--- config.mk ---
export PLATFORM = sky130hd
export DESIGN_NAME = fft_buf_ctrl
export DESIGN_NICKNAME = d
export VERILOG_FILES = /design/src/rtl/fft_buf_ctrl_pkg.sv /design/src/rtl/fft_buf_ctrl_rd_addr_gen.sv /design/src/rtl/fft_buf_ctrl.sv
export SDC_FILE = /design/constraint.sdc
export NUM_CORES = 1
export LEC_CHECK = 0
export ABC_CLOCK_PERIOD_IN_PS = 2300
export CORE_AREA = 5 5 70 72
export DETAILED_ROUTE_END_ITERATION = 8
export DIE_AREA = 0 0 75 77
export DONT_BUFFER_PORTS = 1
export GPL_ROUTABILITY_DRIVEN = 0
export PLACE_DENSITY_LB_ADDON = 0.15
export SETUP_SLACK_MARGIN = 0.4
export SYNTH_ARGS = -nofsm -noshare
export SYNTH_HDL_FRONTEND = slang
export SYNTH_SLANG_ARGS = --single-unit
--- constraint.sdc ---
create_clock -name CLK -period 2.3 [get_ports CLK]
set_clock_uncertainty 0.15 [all_clocks]
set_input_delay 0.575 -clock CLK [delete_from_list [all_inputs] [get_ports CLK]]
set_output_delay 0.575 -clock CLK [all_outputs]
set_load 0.01 [all_outputs]
--- src/rtl/fft_buf_ctrl_pkg.sv ---
// Shared FFT buffer parameters and helpers.
//   ADDR_Width  : half-buffer address width (32-point half buffer); common to
//                 the RAM, the core and this controller, never overridden
//   NB_DEFAULT  : default real/imaginary sample width
//   state_t     : buffer controller states
//   bit_reverse : ADDR_Width-bit bit reversal used for natural-order readout
package fft_buf_ctrl_pkg;

    localparam int ADDR_Width = 5;
    localparam int NB_DEFAULT = 16;

    typedef enum logic [1:0] {
        ST_IDLE,    // no frame in progress, no writes
        ST_WRITE,   // first half filling, nothing to read yet
        ST_STREAM   // writing frame k+1 while reading frame k
    } state_t;

    function automatic logic [ADDR_Width-1:0] bit_reverse(input logic [ADDR_Width-1:0] a);
        logic [ADDR_Width-1:0] r;
        r = '0;
        for (int i = 0; i < ADDR_Width; i++)
            r[i] = a[ADDR_Width-1-i];
        return r;
    endfunction

endpackage

--- src/rtl/fft_buf_ctrl_rd_addr_gen.sv ---
// fft_rd_addr_gen: read counter plus read-address mapping for the ping-pong
// FFT buffer.
//   clk, rst : clock, synchronous active-high reset
//   ed       : clock enable, counter holds when low
//   clr      : frame restart, counter back to 0
//   load     : write counter wrapping, counter back to 0 for the new read frame
//   run      : controller is streaming, counter advances each enabled cycle
//   addr     : RAM read address, map(rc)
//   first    : rc is at word 0 of the frame
// Config macro FFT_BITREV_EN: map(rc) is the bit reversal of rc; otherwise
// map(rc) = rc.
module fft_rd_addr_gen
    import fft_buf_ctrl_pkg::*;
(
    input  logic                  clk,
    input  logic                  rst,
    input  logic                  ed,
    input  logic                  clr,
    input  logic                  load,
    input  logic                  run,
    output logic [ADDR_Width-1:0] addr,
    output logic                  first
);

    logic [ADDR_Width-1:0] rc;

    always_ff @(posedge clk) begin
        if (rst)
            rc <= '0;
        else if (ed) begin
            if (clr || load)
                rc <= '0;
            else if (run)
                rc <= rc + 1'b1;
        end
    end

    // addr is a pure function of a register, so it behaves as a registered output
`ifdef FFT_BITREV_EN
    assign addr = bit_reverse(rc);
`else
    assign addr = rc;
`endif

    assign first = (rc == '0);

endmodule

--- src/rtl/fft_buf_ctrl.sv ---
// fft_buf_ctrl: ping-pong input buffer controller for a streaming FFT.
// Writes one sample per enabled cycle into half ~ODD while reading the
// previously filled half ODD back through fft_rd_addr_gen.
//   CLK, RST     : clock, synchronous active-high reset (wins over START)
//   ED           : clock enable, every register holds when low
//   START        : frame start / abort strobe
//   DR, DI       : input sample (real, imaginary)
//   WE, ADDRW    : RAM write enable and write address
//   DRO, DIO     : registered sample, aligned with WE/ADDRW
//   ODD          : half select, write half ~ODD, read half ODD
//   ADDRR        : RAM read address
//   RDY          : pulse with RAM output word 0 of each frame
//   VLD          : RAM output carries valid frame data
// Config macro FFT_BITREV_EN (in fft_rd_addr_gen): bit-reversed read order.
module fft_buf_ctrl
    import fft_buf_ctrl_pkg::*;
#(
    parameter int nb = NB_DEFAULT
)(
    input  logic                  CLK,
    input  logic                  RST,
    input  logic                  ED,
    input  logic                  START,
    input  logic [nb-1:0]         DR,
    input  logic [nb-1:0]         DI,
    output logic                  WE,
    output logic                  ODD,
    output logic [ADDR_Width-1:0] ADDRW,
    output logic [ADDR_Width-1:0] ADDRR,
    output logic [nb-1:0]         DRO,
    output logic [nb-1:0]         DIO,
    output logic                  RDY,
    output logic                  VLD
);

    localparam logic [ADDR_Width-1:0] WC_MAX = '1;

    state_t                state_q, state_d;
    logic [ADDR_Width-1:0] wc;
    logic                  wrap;      // wc wraps at this edge: swap halves
    logic                  writing;   // a sample is captured at this edge
    logic                  streaming;
    logic                  rd_first;

    // next state and per-cycle controls
    always_comb begin
        state_d   = state_q;
        wrap      = 1'b0;
        writing   = 1'b0;
        streaming = 1'b0;
        if (START) begin
            state_d = ST_WRITE;
            writing = 1'b1;
        end else begin
            case (state_q)
                ST_IDLE: ;
                ST_WRITE: begin
                    writing = 1'b1;
                    wrap    = (wc == WC_MAX);
                    if (wrap)
                        state_d = ST_STREAM;
                end
                ST_STREAM: begin
                    writing   = 1'b1;
                    streaming = 1'b1;
                    wrap      = (wc == WC_MAX);
                end
                default: state_d = ST_IDLE;
            endcase
        end
    end

    always_ff @(posedge CLK) begin
        if (RST) begin
            state_q <= ST_IDLE;
            wc      <= '0;
            ODD     <= 1'b0;
            WE      <= 1'b0;
            DRO     <= '0;
            DIO     <= '0;
            RDY     <= 1'b0;
            VLD     <= 1'b0;
        end else if (ED) begin
            state_q <= state_d;
            WE      <= writing;
            if (writing) begin
                DRO <= DR;
                DIO <= DI;
            end
            if (START) begin
                wc  <= '0;
                ODD <= 1'b0;
            end else if (state_q != ST_IDLE) begin
                wc <= wc + 1'b1;
                if (wrap)
                    ODD <= ~ODD;
            end
            // RAM read data lags ADDRR by one cycle; a START drops the read frame
            VLD <= streaming;
            RDY <= streaming && rd_first;
        end
    end

    assign ADDRW = wc;

    fft_rd_addr_gen u_rd_addr_gen (
        .clk   (CLK),
        .rst   (RST),
        .ed    (ED),
        .clr   (START),
        .load  (wrap),
        .run   (streaming),
        .addr  (ADDRR),
        .first (rd_first)
    );

endmodule

==> impl_results.md <==
* Nets@finish at 274
* Clock transition at path regs at 0.09 ns
* Total grt overflow at 0
* XOR/XNOR share of the synthesized area at 0.878%
* Fin crit share at 79.0%
* Sw frac at 25.4%
* Mux cell area share after synthesis at 1.07%
* Fin. max-slew vios at 0
* Net Count, Synth at 279
* Reg power frac at 60.4%
* Crit-path cells: ha_2 -> and3_4 -> ha_4 -> nor2b_1 -> or4_1 -> a31oi_1
* Post-Synth Adder-Cell Area at 4.39%
* Mapped cell area at 1990 sq um
* Leakage at 0.744 nW
* Row Count at 24
* Hold WC Path Type: in -> reg
* Largest net degree at the start of global routing at 48
* Worst vdd ir at 0.305 mV
* Setup TNS at 0 ns
* Slew HR at 73.5%
* Storage element area at 968 sq um
* Min Tclk post-route at 1.82 ns
* Crit-path max cell delay at 0.46 ns
* Vias at 1555
* Initial antenna violation count at 0
* Post-synthesis compound-gate area fraction at 18.6%
* CP Data Arrival Time at 1.89 ns
* Post-synth EDFFs at 0
* CTS tree: done
* Area of the multi-input gates at 957 sq um
* Startpoint Class: flop
* Net Sw Power at 379 uW
* Max frequency at 550 MHz
* Critical-path top delay cell: or4_1
* Share of layout cells above drive strength 1 at 9.91%
* Status: complete, no violations
* Synthesized area per cell at 8.45 sq um
* Area Growth Syn to Fin at 6.46%
* Final hold viol count at 0
* Die H at 77 microns
* Sequential area share after synthesis at 48.2%
* Simple logic cell fraction of the synthesized area at 21.4%
* Sink Count at 48
* Clock buffer depth at 2
* Vias/cell at 5.48
* Htree depth at 2
* First-pass GRT wire length at 7140 microns
* Power density over cell area at 703 nW/um^2
* Vias in the first global route at 1484
* Area after DPL at 2000 sq um
* I/O pin count at 82
* Setup bufs post-CTS at 0
* Worst Path Required at 2.38 ns
* Setup crit end kind: flop
* Total die area at 5780 sq um
* Insertion delay to the later sink of the worst-skew pair at 0.29 ns
* Hold_ws at 0.185 ns
* Unique masters post-synth at 39
* 1st-iter DRT viols at 96
* Post-synthesis cell count at 236
* Hpwl dp at 2920 microns
* Post-detailed-route wirelength per cell at 15.3 microns
* Routed WL at 4360 microns
* Initial Utilization at 47.1%
* GRT Total Usage at 15.4%
* Least-Margin Pin Slew at 0.397 ns
* Main combinational cell family by area after synthesis: simple AND/OR/NAND/NOR gates
* Die Width at 75 microns
* Max_cap viols at 0
* Number of buffers created by CTS at 5
* Core Util, Final at 50.1%
* RSZ-0062 raised after global routing: yes
* Internal power at 1.11 mW
* Core outline area at 4230 sq um
* CP max FO at 5
* Root buffer cell: clkbuf_8
* Seq cells post-synth at 48
* Gate power share at 6.7%
* DR pass1 iterations at 5
* Antenna viol nets, final at 0
* Asr flop ratio synth at 0%
* Clock power share at 32.9%
* IO Port Bufs at 0
* Total power at 1.49 mW
* # DRC at 0
* # setup viols final at 0
* Syn. warnings at 0
* Final instance area at 2120 sq um
* Antenna Diode Count at 0
* Post-synth top flop: dfxtp_1
* # fillers at 399
* Crit Path Class: reg -> reg
sequential cells by signal, summed over array words and instances, names as in the netlist:
register	flops
DIO	16
ADDRW	5
RDY	1
VLD	1
WE	1
u_rd_addr_gen.addr	5
state_q	2
DRO	16
ODD	1
routing by layer:
layer / track usage, % / vias up / part of all wire, %
met5: 0 / - / 0
met4: 4.80 / 0 / 1.1
met3: 6.54 / 5 / 10
met2: 23.7 / 52 / 45
met1: 19.4 / 710 / 43
li1: - / 788 / -
stage by stage:
stage          cells  setup slack, ns
6_report         284            0.482
5_1_grt          284            0.398
4_1_cts          284            0.410
3_5_place_dp     276            0.301
3_3_place_gp     276            0.344
2_1_floorplan    236            0.433
repair_timing:
item / CTS / global route
gates resized for setup: 4 / 6
pin swaps: 0 / 1
hold buffers: 0 / 0
endpoints found under the setup margin: 35 / 16
final cells by class:
cell class | instances | share of cell area (%)
clock buffer | 5 | 3.24
clock inverter | 3 | 0.884
inverter | 7 | 1.24
multi-input combinational | 167 | 45.1
sequential | 48 | 45.6
tap | 52 | 3.06
timing repair buffer | 2 | 0.884
cell usage in the layout (no fill, tap or decap), types with 2 or more instances in the layout:
master / n
nand3b_1: 2
nand2b_1: 3
inv_1: 6
nor2_1: 4
o21ai_0: 4
nor2b_1: 4
ha_2: 2
xnor2_1: 2
a31oi_1: 3
nand2_1: 71
dfxtp_1: 46
ha_1: 4
nand3_1: 4
clkinv_2: 2
a21oi_1: 39
a22o_1: 3
or4_1: 2
clkbuf_8: 5
dfxtp_4: 2
cells in the mapped netlist, types with 2 or more instances:
library cell | instances | share of area, %
nand2_1 | 71 | 13
dfxtp_1 | 48 | 48
a21oi_1 | 39 | 9.8
ha_1 | 7 | 4.4
clkbuf_1 | 6 | 1.1
inv_1 | 6 | 1.1
nand3_1 | 4 | 1.0
nor2_1 | 4 | 0.75
nor2b_1 | 4 | 1.3
o21ai_0 | 4 | 1.0
a22o_1 | 3 | 1.3
a31oi_1 | 3 | 0.94
buf_2 | 3 | 0.75
buf_4 | 3 | 1.1
nand2b_1 | 3 | 0.94
buf_6 | 2 | 1.1
nand3b_1 | 2 | 0.75
or4_1 | 2 | 0.75
xnor2_1 | 2 | 0.88
path summary, 6_finish.rpt:
kind                                 from                      end  slack [ns]  cells past startpoint
setup / recovery    ADDRW[0]$_SDFFE_PP0P_  state_q[1]$_SDFFE_PP0P_        0.48                      6
hold / removal                        RST    ADDRW[0]$_SDFFE_PP0P_        0.18                      1
setup reg to reg    ADDRW[0]$_SDFFE_PP0P_  state_q[1]$_SDFFE_PP0P_        0.48                      6
hold reg to reg   state_q[0]$_SDFFE_PP0P_  state_q[0]$_SDFFE_PP0P_        0.34                      2
power by group through the flow:
stage	registers, mW	clock network (mW)	logic [mW]
floorplan	0.916	0	0.103
CTS	0.905	0.508	0.0998
global route	0.907	0.556	0.116
detailed placement	0.924	0	0.0988
global placement	0.924	0	0.0964
finish	0.902	0.491	0.100
cells by family (layout without fill, tap and decap cells):
| group | after synthesis | in the layout |
|---|---|---|
| adders and majority gates | 7 | 7 |
| AOI/OAI and AO/OA | 60 | 60 |
| muxes | 2 | 2 |
| DFF | 48 | 48 |
| and+or+nand+nor | 96 | 96 |
| xor gates and xnor gates | 2 | 2 |
| buffers and inverters | 21 | 17 |
critical path, delay by kind of cell (launching register included):
| family | cells | cell delay [ns] |
|---|---|---|
| AND/OR/NAND/NOR | 3 | 0.72 |
| AO/OA/AOI/OAI | 1 | 0.13 |
| flip-flops | 1 | 0.39 |
| adder cells (fa/ha/maj) | 2 | 0.36 |
(Power assumes the default switching activity.)
